$ cat config.mk
export PLATFORM = sky130hd
export DESIGN_NAME = bus_dev_endpoint
export DESIGN_NICKNAME = d
export VERILOG_FILES = /design/src/rtl/bus_pkg.sv /design/src/rtl/dev_fifo.sv /design/src/rtl/bus_dev_endpoint.sv
export SDC_FILE = /design/constraint.sdc
export NUM_CORES = 1
export LEC_CHECK = 0
export ABC_AREA = 0
export ABC_CLOCK_PERIOD_IN_PS = 4500
export BUFFER_PORTS_ARGS = -buffer_cell sky130_fd_sc_hd__buf_2
export CAP_MARGIN = 30
export CORE_UTILIZATION = 40
export CTS_CLUSTER_DIAMETER = 100
export DETAILED_ROUTE_END_ITERATION = 10
export GPL_TIMING_DRIVEN = 0
export MAX_ROUTING_LAYER = met4
export PLACE_DENSITY_LB_ADDON = 0.08
export SLEW_MARGIN = 5
export SYNTH_ARGS = -nofsm -noshare
export SYNTH_HDL_FRONTEND = slang
export SYNTH_SLANG_ARGS = --single-unit
$ cat constraint.sdc
create_clock -name i_clk -period 4.5 [get_ports i_clk]
set_clock_uncertainty 0.2 [all_clocks]
set_input_delay 0.225 -clock i_clk [delete_from_list [all_inputs] [get_ports i_clk]]
set_output_delay 0.225 -clock i_clk [all_outputs]
set_load 0.1 [all_outputs]
$ cat src/rtl/bus_pkg.sv
// Shared constants and helpers for the bus device endpoint.
// The address field always sits in the top ADDR_W bits of a packet.
package bus_pkg;
  localparam int ADDR_W = 8;
  localparam int PKT_MAX_W = 64;
  localparam logic [ADDR_W-1:0] BROADCAST_DEF = 8'hFF;

  function automatic logic [ADDR_W-1:0] addr_of(input logic [PKT_MAX_W-1:0] pkt, input int pkt_w);
    addr_of = pkt[pkt_w-1 -: ADDR_W];
  endfunction
endpackage

$ cat src/rtl/dev_fifo.sv
// First-word-fall-through FIFO with registered head, count and flags.
// A write while full is accepted only if a read retires the head in the same cycle.
module dev_fifo
  import bus_pkg::*;
#(
  parameter int width = 16,
  parameter int depth = 8
) (
  input  logic                       i_clk,
  input  logic                       i_reset,
  input  logic                       i_wr,
  input  logic [width-1:0]           i_din,
  input  logic                       i_rd,
  output logic [width-1:0]           o_dout,
  output logic [$clog2(depth+1)-1:0] o_count,
  output logic                       o_full,
  output logic                       o_empty
);
  localparam int PTR_W = $clog2(depth);
  localparam int CNT_W = $clog2(depth+1);

  logic [width-1:0] r_mem [depth];
  logic [PTR_W-1:0] r_wr_ptr;
  logic [PTR_W-1:0] r_rd_ptr;
  logic [PTR_W-1:0] w_rd_ptr_nxt;
  logic [CNT_W-1:0] r_count;
  logic [CNT_W-1:0] w_count_nxt;
  logic             r_full;
  logic             r_empty;
  logic [width-1:0] r_dout;
  logic [width-1:0] w_dout_nxt;
  logic             w_do_wr;
  logic             w_do_rd;

  assign w_do_rd      = i_rd && !r_empty;
  assign w_do_wr      = i_wr && (!r_full || i_rd);
  assign w_rd_ptr_nxt = r_rd_ptr + PTR_W'(1);

  // Occupancy after this edge.
  always_comb begin
    w_count_nxt = r_count;
    if (w_do_wr && !w_do_rd) begin
      w_count_nxt = r_count + CNT_W'(1);
    end else if (!w_do_wr && w_do_rd) begin
      w_count_nxt = r_count - CNT_W'(1);
    end else begin
      w_count_nxt = r_count;
    end
  end

  // Head after this edge: the next stored entry, or a write landing in an emptying FIFO.
  always_comb begin
    w_dout_nxt = r_dout;
    if (w_do_rd) begin
      if (r_count > CNT_W'(1)) begin
        w_dout_nxt = r_mem[w_rd_ptr_nxt];
      end else if (w_do_wr) begin
        w_dout_nxt = i_din;
      end else begin
        w_dout_nxt = '0;
      end
    end else if (r_empty && w_do_wr) begin
      w_dout_nxt = i_din;
    end else begin
      w_dout_nxt = r_dout;
    end
  end

  // Storage array; stale contents are harmless because pointers reset.
  always_ff @(posedge i_clk) begin
    if (i_reset && w_do_wr) begin
      r_mem[r_wr_ptr] <= i_din;
    end
  end

  // Pointers, count, flags and head register.
  always_ff @(posedge i_clk) begin
    if (!i_reset) begin
      r_wr_ptr <= '0;
      r_rd_ptr <= '0;
      r_count  <= '0;
      r_full   <= 1'b0;
      r_empty  <= 1'b1;
      r_dout   <= '0;
    end else begin
      if (w_do_wr) begin
        r_wr_ptr <= r_wr_ptr + PTR_W'(1);
      end
      if (w_do_rd) begin
        r_rd_ptr <= w_rd_ptr_nxt;
      end
      r_count <= w_count_nxt;
      r_full  <= (w_count_nxt == CNT_W'(depth));
      r_empty <= (w_count_nxt == CNT_W'(0));
      r_dout  <= w_dout_nxt;
    end
  end

  assign o_dout  = r_dout;
  assign o_count = r_count;
  assign o_full  = r_full;
  assign o_empty = r_empty;
endmodule

$ cat src/rtl/bus_dev_endpoint.sv
// Device-side bus endpoint: TX FIFO toward the arbiter, address-filtered RX FIFO
// from it, saturating RX overflow counter and a pulse on pops of an empty TX.
module bus_dev_endpoint
  import bus_pkg::*;
#(
  parameter int               pckg_sz   = 16,
  parameter int               depth     = 8,
  parameter logic [ADDR_W-1:0] id        = 8'h00,
  parameter logic [ADDR_W-1:0] broadcast = BROADCAST_DEF
) (
  input  logic               i_clk,
  input  logic               i_reset,
  input  logic               i_tx_wr,
  input  logic [pckg_sz-1:0] i_tx_data,
  output logic               o_tx_full,
  output logic               o_pndng,
  output logic [pckg_sz-1:0] o_D_pop,
  input  logic               i_pop,
  input  logic               i_push,
  input  logic [pckg_sz-1:0] i_D_push,
  input  logic               i_rx_rd,
  output logic               o_rx_valid,
  output logic [pckg_sz-1:0] o_rx_data,
  output logic [7:0]         o_drop_cnt,
  output logic               o_err_pop
);
  localparam int CNT_W = $clog2(depth+1);

  logic [CNT_W-1:0]  w_tx_count;
  logic              w_tx_full;
  logic              w_tx_empty;
  logic [CNT_W-1:0]  w_rx_count;
  logic              w_rx_full;
  logic              w_rx_empty;
  logic [ADDR_W-1:0] w_addr;
  logic              w_match;
  logic              w_rx_wr;
  logic              w_drop;
  logic              w_unused_counts;
  logic [7:0]        r_drop_cnt;
  logic              r_err_pop;

  dev_fifo #(.width(pckg_sz), .depth(depth)) u_tx_fifo (
    .i_clk   (i_clk),
    .i_reset (i_reset),
    .i_wr    (i_tx_wr),
    .i_din   (i_tx_data),
    .i_rd    (i_pop),
    .o_dout  (o_D_pop),
    .o_count (w_tx_count),
    .o_full  (w_tx_full),
    .o_empty (w_tx_empty)
  );

  dev_fifo #(.width(pckg_sz), .depth(depth)) u_rx_fifo (
    .i_clk   (i_clk),
    .i_reset (i_reset),
    .i_wr    (w_rx_wr),
    .i_din   (i_D_push),
    .i_rd    (i_rx_rd),
    .o_dout  (o_rx_data),
    .o_count (w_rx_count),
    .o_full  (w_rx_full),
    .o_empty (w_rx_empty)
  );

  // Non-matching packets never reach the RX FIFO and are not counted as drops.
  assign w_addr          = addr_of(PKT_MAX_W'(i_D_push), pckg_sz);
  assign w_match         = (w_addr == id) || (w_addr == broadcast);
  assign w_rx_wr         = i_push && w_match;
  assign w_drop          = w_rx_wr && w_rx_full && !i_rx_rd;
  assign w_unused_counts = ^{w_tx_count, w_rx_count};

  // Saturating RX overflow counter.
  always_ff @(posedge i_clk) begin
    if (!i_reset) begin
      r_drop_cnt <= 8'd0;
    end else if (w_drop && (r_drop_cnt != 8'hFF)) begin
      r_drop_cnt <= r_drop_cnt + 8'd1;
    end
  end

  // One-cycle error pulse for a pop against an empty TX FIFO.
  always_ff @(posedge i_clk) begin
    if (!i_reset) begin
      r_err_pop <= 1'b0;
    end else begin
      r_err_pop <= i_pop && w_tx_empty;
    end
  end

  assign o_tx_full  = w_tx_full;
  assign o_pndng    = !w_tx_empty;
  assign o_rx_valid = !w_rx_empty;
  assign o_drop_cnt = r_drop_cnt;
  assign o_err_pop  = r_err_pop;
endmodule

==> out/summary.txt <==
Clock power frac: 36.6%
Global-route wire length before repair: 46000 um
Main flop type after synthesis: edfxtp_1
GRT overflow: 0
Top cell type's share of synthesized area: 60.4%
Syn Inst Count: 761
Most Crowded Layer GR: met2
DRC errors left: 0
Inserted Diodes: 0
R2R setup slack: 1220 ps
Met1 Usage GRT: 25.6%
CP Max Fanout: 10
Hold slack final: 64.2 ps
Worst Path Required: 4710 ps
Vias per cell: 5.42
Top cell type by total area after synthesis: edfxtp_1
Initial antenna violation count: 0
Sequential share of power: 43.1%
Mapped Area: 12700 sq um
Wirelength, routed: 30100 um
Power Internal: 5.56 mW
Wire length per cell: 22.0 um
GR met3 Demand/Resource: 2.71%
Final Setup Violations: 0
Met2 Use GR: 31.7%
Worst-Skew Late Latency: 520 ps
Mean area per synthesized cell: 16.7 sq um
Nets: 995
Die area: 32500 sq um
DP HPWL: 20600 um
Post-synthesis sequential area ratio: 70.7%
Worst vdd ir: 0.233 mV
Setup CP Type: flip-flop to flip-flop
Leading cell types in the layout, fill and taps excluded: edfxtp_1, buf_2, dfxtp_1
Slew @ Worst Pin: 897 ps
DRT iter0 DRCs: 516
Fin. max-slew vios: 0
Post-synth EDFFs: 256
CTS Buf Count: 36
Async SR Flop Fraction: 0%
Status: finished clean
Max Clk Rate: 305 MHz
Non-filler cells, final: 1370
Sw power: 2.30 mW
RSZ-0062 raised after global routing: false
Crit path time final: 3280 ps
Final GP Congestion: 0.805
Max_slew headroom: 39.7%
Vias in the first global route: 7816
Final worst-path cycle share: 72.8%
Total GRT Usage: 19.4%
# clock sinks: 321
FF+latch count, synth: 321
CP bufs+invs: 3
Post-CTS Hold Buffers: 35
Total core area: 30900 sq um
Hold path depth: 4
Share of layout cells above drive strength 1: 28.9%
Leakage: 5.30 nW
Yosys warning total: 0
Die height: 180 um
Worst setup path end: u_tx_fifo.o_dout[9]
Top post-synthesis cells by area: edfxtp_1, mux4_2, dfxtp_1, nor2_1, a21oi_1
R2r worst-path depth: 9
RR Startpoint: u_tx_fifo.o_count[0]
Crit path max-delay cell type: clkbuf_1
Final-report hold violation count: 0
Setup crit end kind: flip-flop
CTS resizes: 0
Max-Cap Viols: 0
Total setup buffers inserted after CTS: 0
Clock slew at reported path FFs: 60 ps
Pwr dens: 506 nW/um^2
Die width: 180 um
CP startpoint kind: flip-flop
Top Ports: 82
Rows: 64
Commonest non-fill, non-tap cell in the layout: edfxtp_1
Maximum number of pins on one net before global-route repair: 15
Worst path max stage delay: 580 ps
PortBufs: 81
CTS tree: built
Root Buffer Master: clkbuf_16
First-pass iteration count of the detailed router: 5
Synthesized net count: 810
Initial core utilization: 41.2%
Placed insts: 1269
CTS Buffer Depth: 3
ANT nets after route: 0
Setup crit start: u_tx_fifo.o_count[0]
Switching Share: 29.2%
Vias post-DR: 7421
Worst-path cell chain: inv_1 -> ha_1 -> nor2_1 -> o31a_1 -> clkbuf_1 -> nor2_1 -> clkbuf_1 -> a22oi_1 -> a211oi_1
Comb pwr share: 20.3%
Critical path's top delay family: buffers and inverters
H-tree depth: 2
Reg-to-reg endpoint: u_tx_fifo.o_dout[9]
Yosys cell types: 51
Layout area overhead: 22.1%
Crit path depth: 9
WP data arrival: 3490 ps
Path type of the worst min-delay path: input port to flip-flop
## power by group through the flow
stage / sequential, mW / combinational [mW] / clock [mW]
2_1_floorplan: 3.88 / 0.766 / 0
3_3_place_gp: 3.44 / 1.55 / 0
3_5_place_dp: 3.45 / 1.58 / 0
4_1_cts: 3.39 / 1.61 / 2.93
5_1_grt: 3.40 / 1.70 / 3.05
6_report: 3.39 / 1.60 / 2.87
## how the worst min path moves through the flow
stage	startpoint	to
after floorplan	i_D_push[0]	u_rx_fifo.r_mem[0][0]
after global routing	i_push	u_rx_fifo.r_wr_ptr[1]
after CTS	i_push	u_rx_fifo.r_wr_ptr[1]
after global placement	u_rx_fifo.r_rd_ptr[1]	u_rx_fifo.r_rd_ptr[1]
final	i_push	u_rx_fifo.r_wr_ptr[1]
after detailed placement	u_rx_fifo.r_rd_ptr[1]	u_rx_fifo.r_rd_ptr[1]
## cells in the mapped netlist, drive strengths merged, types with 4 or more instances
cell type	n
a211oi	16
o221a	8
mux4	64
nand3	9
clkbuf	28
a22oi	17
inv	12
nor3	15
mux2i	6
nor2	54
edfxtp	256
nand4	4
xor2	10
mux2	17
o211ai	4
dfxtp	65
nand2	51
and2	4
a21oi	39
xnor2	13
o21ai	12
ha	11
buf	11
nor4	7
## through the flow
step	area [sq um]	worst slack [ps]	TNS, ps	util (%)	total power [mW]
CTS	15500	1180	0	50.2	7.93
floorplan	12700	1130	0	-	4.64
global route	15500	1000	0	50.2	8.15
finish	15500	1220	0	50.2	7.86
global placement	13600	-650	-57320	44.1	5.00
detailed placement	14000	1230	0	45.3	5.03
## final cells by class
cell class              count  area, sq um
plain buffers              39          159
clock buffers              56         1100
clock inverters            10         83.8
fillers                  2585        15400
inverters                  12         45.0
multi-input cells         389         3610
flip-flops and latches    321         8990
well taps                 396          495
repair buffers            147         1050
## registers in the layout, summed over array words and instances, names as in the netlist, 3 cells and up
signal,flops
u_rx_fifo.r_wr_ptr,3
u_tx_fifo.r_rd_ptr,3
u_rx_fifo.o_dout,16
u_tx_fifo.r_mem,128
u_rx_fifo.r_rd_ptr,3
u_tx_fifo.o_dout,16
u_rx_fifo.o_count,4
u_tx_fifo.o_count,4
o_drop_cnt,8
u_rx_fifo.r_mem,128
u_tx_fifo.r_wr_ptr,3
## metal layers
metal	part of all wire, %	wire (um)
met2	50	14900
met5	0	0
met4	1.5	466
met3	3.9	1160
met1	45	13600
## worst min-delay path, cell delays in order
cell and delay [ps]:
buf_2 150, o211ai_4 170, nand2_1 110, a21oi_1 60
## cell families (layout without fill, tap and decap cells)
family	after synthesis	in the layout	share of synthesized area, %
simple gates	157	157	5.61
mux	87	87	13.3
xor+xnor	23	23	1.58
flops	321	321	70.7
buf+inv	51	264	1.60
fa+ha+maj	11	11	1.08
compound gates	111	111	6.16
No activity file was read; power rests on OpenSTA's default activity.
